**config.mk**
```make
export PLATFORM = sky130hd
export DESIGN_NAME = temp_report_tx
export DESIGN_NICKNAME = d
export VERILOG_FILES = /design/src/rtl/temp_report_pkg.sv /design/src/rtl/bin2bcd_seq.sv /design/src/rtl/temp_report_tx.sv
export SDC_FILE = /design/constraint.sdc
export NUM_CORES = 1
export LEC_CHECK = 0
export BUFFER_PORTS_ARGS = -buffer_cell sky130_fd_sc_hd__buf_2
export CORE_AREA = 2 2 80 82
export CTS_CLUSTER_SIZE = 14
export DETAILED_ROUTE_END_ITERATION = 10
export DIE_AREA = 0 0 82 84
export GPL_ROUTABILITY_DRIVEN = 0
export HOLD_SLACK_MARGIN = 0.1
export PLACE_DENSITY_LB_ADDON = 0.25
export REMOVE_ABC_BUFFERS = 1
export SETUP_SLACK_MARGIN = 0.2
export SLEW_MARGIN = 40
export SYNTH_ARGS = -nofsm -noshare
export SYNTH_HDL_FRONTEND = slang
export SYNTH_SLANG_ARGS = --single-unit
export TNS_END_PERCENT = 1
```
**constraint.sdc**
```tcl
create_clock -name clk -period 5.7 [get_ports clk]
set_input_delay 0 -clock clk [delete_from_list [all_inputs] [get_ports clk]]
set_output_delay 0 -clock clk [all_outputs]
set_load 0.01 [all_outputs]
```
**src/rtl/temp_report_pkg.sv**
```systemverilog
// temp_report_pkg: shared FSM states, ASCII constants and message length for the temperature report path
package temp_report_pkg;
   typedef enum logic [1:0] {IDLE, CONVERT, LOAD, WAIT} state_e;
   localparam logic [7:0] ASCII_PLUS  = 8'h2B;
   localparam logic [7:0] ASCII_MINUS = 8'h2D;
   localparam logic [7:0] ASCII_ZERO  = 8'h30;
   localparam logic [7:0] ASCII_CR    = 8'h0D;
   localparam logic [7:0] ASCII_LF    = 8'h0A;
   function automatic logic [2:0] msg_len(input bit eol_crlf);
      return eol_crlf ? 3'd7 : 3'd6;
   endfunction
endpackage

```
**src/rtl/bin2bcd_seq.sv**
```systemverilog
// bin2bcd_seq: fixed 8-iteration sequential double-dabble, 8-bit binary to three BCD digits
module bin2bcd_seq (
   input  logic       clk,
   input  logic       reset,
   input  logic       start,
   input  logic [7:0] bin,
   output logic       done,
   output logic [3:0] hundreds,
   output logic [3:0] tens,
   output logic [3:0] units
);
   logic [19:0] sh_q, sh_d;
   logic [2:0]  cnt_q, cnt_d;
   logic        run_q, run_d, done_q, done_d;
   function automatic logic [19:0] dabble(input logic [19:0] x);
      logic [19:0] y;
      y = x;
      for (int i = 8; i < 20; i += 4)
         if (y[i +: 4] > 4'd4) y[i +: 4] = y[i +: 4] + 4'd3;
      return {y[18:0], 1'b0};
   endfunction
   // The start cycle performs the first iteration, so done lands after exactly 8 shifts.
   always_comb begin
      sh_d   = start ? dabble({12'd0, bin}) : run_q ? dabble(sh_q) : sh_q;
      cnt_d  = start ? 3'd1 : run_q ? cnt_q + 3'd1 : cnt_q;
      run_d  = start || (run_q && cnt_q != 3'd7);
      done_d = !start && run_q && cnt_q == 3'd7;
   end
   always_ff @(posedge clk or posedge reset) begin
      if (reset) begin
         sh_q   <= '0;
         cnt_q  <= '0;
         run_q  <= 1'b0;
         done_q <= 1'b0;
      end else begin
         sh_q   <= sh_d;
         cnt_q  <= cnt_d;
         run_q  <= run_d;
         done_q <= done_d;
      end
   end
   assign done     = done_q;
   assign hundreds = sh_q[19:16];
   assign tens     = sh_q[15:12];
   assign units    = sh_q[11:8];
endmodule

```
**src/rtl/temp_report_tx.sv**
```systemverilog
// temp_report_tx: formats one signed temperature reading as an ASCII line and feeds it to the UART transmitter
module temp_report_tx
   import temp_report_pkg::*;
#(
   parameter logic [7:0] UNIT_CHAR = 8'h43,
   parameter bit         EOL_CRLF  = 1'b1
) (
   input  logic       clk,
   input  logic       reset,
   input  logic [7:0] temp,
   input  logic       temp_valid,
   output logic       temp_ready,
   output logic [7:0] data_byte,
   output logic       tx_start,
   input  logic       tx_done_tick,
   output logic       busy,
   output logic       msg_done
);
   localparam logic [2:0] LAST_IDX = msg_len(EOL_CRLF) - 3'd1;
   state_e          state_q, state_d;
   logic            sign_q, sign_d;
   logic [7:0]      mag_q, mag_d;
   logic [2:0]      idx_q, idx_d;
   logic [7:0]      data_byte_q, data_byte_d;
   logic            conv_start_q, conv_start_d;
   logic            tx_start_q, tx_start_d;
   logic            busy_q, busy_d;
   logic            msg_done_q, msg_done_d;
   logic            conv_done;
   logic [3:0]      hundreds, tens, units;
   logic [7:0][7:0] msg;
   bin2bcd_seq u_bcd (
      .clk      (clk),
      .reset    (reset),
      .start    (conv_start_q),
      .bin      (mag_q),
      .done     (conv_done),
      .hundreds (hundreds),
      .tens     (tens),
      .units    (units)
   );
   // msg[i] is the byte sent at index i; slot 7 is never reached.
   assign msg = {8'h00, ASCII_LF, EOL_CRLF ? ASCII_CR : ASCII_LF, UNIT_CHAR,
                 ASCII_ZERO + {4'd0, units}, ASCII_ZERO + {4'd0, tens},
                 ASCII_ZERO + {4'd0, hundreds}, sign_q ? ASCII_MINUS : ASCII_PLUS};
   always_comb begin
      state_d      = state_q;
      sign_d       = sign_q;
      mag_d        = mag_q;
      idx_d        = idx_q;
      data_byte_d  = data_byte_q;
      conv_start_d = 1'b0;
      tx_start_d   = 1'b1;
      msg_done_d   = 1'b0;
      case (state_q)
         IDLE: if (temp_valid) begin
            sign_d       = temp[7];
            mag_d        = temp[7] ? 8'd0 - temp : temp;
            conv_start_d = 1'b1;
            state_d      = CONVERT;
         end
         CONVERT: if (conv_done) begin
            idx_d       = 3'd0;
            data_byte_d = msg[0];
            tx_start_d  = 1'b0;
            state_d     = LOAD;
         end
         LOAD: state_d = WAIT;
         WAIT: if (tx_done_tick) begin
            if (idx_q == LAST_IDX) begin
               msg_done_d = 1'b1;
               state_d    = IDLE;
            end else begin
               idx_d       = idx_q + 3'd1;
               data_byte_d = msg[idx_q + 3'd1];
               tx_start_d  = 1'b0;
               state_d     = LOAD;
            end
         end
         default: state_d = IDLE;
      endcase
      busy_d = state_d != IDLE;
   end
   always_ff @(posedge clk or posedge reset) begin
      if (reset) begin
         state_q      <= IDLE;
         sign_q       <= 1'b0;
         mag_q        <= '0;
         idx_q        <= '0;
         data_byte_q  <= '0;
         conv_start_q <= 1'b0;
         tx_start_q   <= 1'b1;
         busy_q       <= 1'b0;
         msg_done_q   <= 1'b0;
      end else begin
         state_q      <= state_d;
         sign_q       <= sign_d;
         mag_q        <= mag_d;
         idx_q        <= idx_d;
         data_byte_q  <= data_byte_d;
         conv_start_q <= conv_start_d;
         tx_start_q   <= tx_start_d;
         busy_q       <= busy_d;
         msg_done_q   <= msg_done_d;
      end
   end
   assign temp_ready = state_q == IDLE;
   assign data_byte  = data_byte_q;
   assign tx_start   = tx_start_q;
   assign busy       = busy_q;
   assign msg_done   = msg_done_q;
endmodule
```
==> metrics.log <==
[metrics] outcome: completed
[metrics] share of final-layout standard cells stronger than drive strength 1: 0.168
[metrics] Netlist cell types: 51
[metrics] number of top-level pins: 24
[metrics] Ant. Diodes: 0
[metrics] initial DRC count: 114
[metrics] number of antenna violations at the first check in global routing: 0
[metrics] Area Growth Syn to Fin: 15.5%
[metrics] count of final setup violators: 0
[metrics] half-perimeter wire length after placement: 3.31 mm
[metrics] Pwr per Cell Area: 540 nW/um^2
[metrics] cell count along the critical path: 6
[metrics] Leak: roughly 1.3 nW
[metrics] Sequential Power Share: 0.417
[metrics] CTS H-tree lvls: 2
[metrics] startpoint types: flop
[metrics] vias per cell: between 5 and 6
[metrics] M1 GR Usage: 0.216
[metrics] headroom to the max-slew limit: 0.516
[metrics] Vias: between 1500 and 2000
[metrics] largest net degree at the start of global routing: 50
[metrics] post-route clock period utilization: 0.398
[metrics] maximum fanout along the worst path: 11
[metrics] Max-cap violations: 0
[metrics] max frequency: roughly 440 MHz
[metrics] Hold WC Path Type: input pin to async pin
[metrics] post-synthesis register bit count: between 40 and 50
[metrics] kind of capture point of the worst setup path: flop
[metrics] detailed-routing iteration count for the pre-antenna-repair pass: 4
[metrics] Critical Path Max Stage Delay: 0.58 ns
[metrics] Area contributors post-synth: dfrtp_1 (46%), ha_1 (4.8%), o21ai_0 (4.4%)
[metrics] most common cell type on the critical path: mux2_2
[metrics] Num CTS Buffers: 5
[metrics] cells on worst reg2reg path: 6
[metrics] leading area contributor after synthesis: dfrtp_1
[metrics] summed instance area of the synthesized netlist: 2610 um^2
[metrics] area used by multi-input combinational logic: 1250 um^2
[metrics] total DRC errors in the routed layout: 0
[metrics] Root Buffer: clkbuf_8
[metrics] clk_lat worst skew: roughly 0.30 ns
[metrics] min cycle time layout: 2.27 ns
[metrics] final routed wire length divided by cell count: 13.6 um
[metrics] average size of a mapped cell: between 9 and 10 um^2
[metrics] die area: 6890 um^2
[metrics] Required @ worst endpoint: 5.89 ns
[metrics] unrepaired setup endpoints after global routing: false
[metrics] CTS clock-pin slew for the worst setup and hold paths: ~0.090 ns
[metrics] total track usage: 0.171
[metrics] number of fillers in the final layout: 591
[metrics] final total negative setup slack: 0 ns
[metrics] standard cell core area: 6100 um^2
[metrics] fraction of power spent switching nets: 0.396
[metrics] number of global-route vias before repair: 2068
[metrics] switching power total: 0.646 mW
[metrics] number of standard cells in the layout, taps in and fillers out: 375
[metrics] GRT met2 Usage: 0.296
[metrics] # port buffers: 22
[metrics] VDD IR-drop max: between 0.15 and 0.2 mV
[metrics] YS warnings: 0
[metrics] cell-by-cell trace of the critical path: inv_1 -> ha_1 -> mux2_2 -> a211oi_2 -> a221oi_2 -> mux2_2
[metrics] share of the synthesized area in the top cell type: 0.460
[metrics] combinational power share: 0.399
[metrics] portion of the post-synthesis area used by sequential elements: 0.470
[metrics] number of buffers between clock root and the deepest sink: 2
[metrics] post-route ant nets: 0
[metrics] WP data arrival: 2.46 ns
[metrics] chip height: between 80 and 90 um
[metrics] Congestion Overflow GR: 0
[metrics] Total Routed Length: 5.09 mm
[metrics] Clock Power Share: 0.184
[metrics] final max-slew violation count: 0
[metrics] critical path's slowest cell: dfrtp_1
[metrics] M3 GR Usage: 0.0379
[metrics] post-cts repair resize count: 0
[metrics] synthesized instance count: 271
[metrics] sink count of the clock tree: 49
[metrics] kind of cell adding the most delay to the critical path: multiplexers
[metrics] global-route wire length before repair: 9.40 mm
[metrics] count of buffer and inverter cells on the critical path: 1
[metrics] FF+latch area: 1230 um^2
[metrics] number of hold-slack violations in the final timing report: 0
[metrics] Die X: 82 um
[metrics] row cnt: 29
[metrics] path type of the worst setup path: flop to flop
[metrics] Least-Margin Pin Slew: 0.727 ns
[metrics] clock tree from TritonCTS: yes
[metrics] initial core utilization: 0.428
[metrics] final clock skew: 0.00648 ns
[metrics] global route hottest layer: met2
[metrics] count of placed standard cells including taps: 354
[metrics] design internal power: 0.984 mW
[metrics] number of nets in the finished design: 319
[Yosys cell counts (all sizes together)]
cell and n:
a211oi 3, a21o 1, a21oi 20, a221oi 1
a22oi 1, a311oi 2, a31o 1, a31oi 2
and2 2, buf 9, clkbuf 7, conb 1
dfrtp 48, dfstp 1, ha 10, inv 16
mux2 4, mux2i 10, mux4 1, nand2 23
nand2b 8, nand3 9, nand4 2, nor2 23
nor2b 5, nor3 5, nor3b 1, nor4 1
o21ai 29, o22ai 1, o311ai 2, o31ai 4
o32a 1, o41ai 1, or3 6, or3b 1
or4 1, xnor2 3, xor2 5
[kinds of logic (layout without fill, tap and decap cells)]
| kind of cell | count (synthesis) | in the layout | share of synthesized area |
|---|---|---|---|
| flip-flops | 49 | 49 | 0.470 |
| adder cells (fa/ha/maj) | 10 | 10 | 0.0479 |
| multiplexers | 15 | 15 | 0.0642 |
| buffers and inverters | 32 | 59 | 0.0513 |
| AND/OR/NAND/NOR | 87 | 87 | 0.166 |
| other | 1 | 1 | 0.00144 |
| XOR/XNOR | 8 | 8 | 0.0297 |
| AO/OA/AOI/OAI | 69 | 69 | 0.169 |
[path summary, 6_finish.rpt]
check | startpoint | slack [ns] | to
worst min-delay path | reset | 0.32 | u_bcd.done
min in group clk | temp_valid | 0.48 | state_q[0]
worst min register to register | mag_q[5] | 0.49 | u_bcd.sh_q[6]
worst max-delay path | idx_q[0] | 3.43 | data_byte[1]
max in group asynchronous | reset | 4.95 | conv_start_q
worst max register to register | idx_q[0] | 3.43 | data_byte[1]
[power by group through the flow]
stage	Sequential, mW	Clock, mW	Combinational [mW]
after global routing	0.714	0.323	0.749
after CTS	0.683	0.308	0.653
final	0.680	0.300	0.650
after floorplan	0.649	0	0.505
after global placement	0.685	0	0.626
after detailed placement	0.690	0	0.644
[tightest hold or removal path, stage by stage]
cell and delay, ns:
dlygate4sd3_1 0.53, buf_2 0.13, inv_4 0.44
[layout by cell type, fill, tap and decap left out, types with 3 or more instances in the layout]
| cell type | instances |
|---|---|
| a21oi_1 | 20 |
| mux2i_1 | 10 |
| xor2_1 | 4 |
| mux2_2 | 3 |
| nand2b_1 | 8 |
| ha_1 | 10 |
| xnor2_1 | 3 |
| nor2_1 | 21 |
| or3_1 | 6 |
| dlygate4sd3_1 | 13 |
| dfrtp_1 | 46 |
| o21ai_1 | 6 |
| o21ai_0 | 23 |
| nand2_1 | 21 |
| buf_2 | 22 |
| o31ai_1 | 4 |
| nor2b_1 | 4 |
| nor3_1 | 5 |
| clkbuf_8 | 5 |
| nand3_1 | 9 |
| inv_1 | 14 |
[sequential cells by signal, indices dropped and copies added, names as in the netlist, 2 cells and up]
name,flops
idx_q,3
u_bcd.sh_q,19
state_q,2
data_byte,7
u_bcd.cnt_q,3
mag_q,8
[per-stage QoR]
| step | hold slack (ns) | cell area, um^2 | utilization | worst slack [ns] | power [mW] |
|---|---|---|---|---|---|
| CTS | 0.343 | 3020 | 0.495 | 3.41 | 1.64 |
| detailed placement | 0.130 | 2750 | 0.451 | 3.42 | 1.33 |
| global placement | 0.250 | 2740 | 0.450 | 3.47 | 1.31 |
| floorplan | 0.122 | 2540 | - | 3.61 | 1.15 |
| global route | 0.393 | 3020 | 0.495 | 3.26 | 1.79 |
| finish | 0.320 | 3020 | 0.495 | 3.43 | 1.63 |
[final cells by class]
class,instances,share of cell area
multi-input combinational,190,0.414
clock buffer,5,0.0228
tap,77,0.0319
sequential,49,0.408
timing repair buffer,35,0.0796
inverter,16,0.0207
clock inverter,3,0.0228
[layer usage]
metal | part of all wire | wire length [um]
met4 | 0.0037 | 19
met1 | 0.46 | 2340
met5 | 0 | 0
met3 | 0.034 | 175
met2 | 0.50 | 2560
[timing repair]
item,in CTS,in global routing
endpoints found under the setup margin,0,0
hold buffers,13,0
setup buffers,0,0
endpoints found under the hold margin,63,0
(Power assumes the default switching activity.)
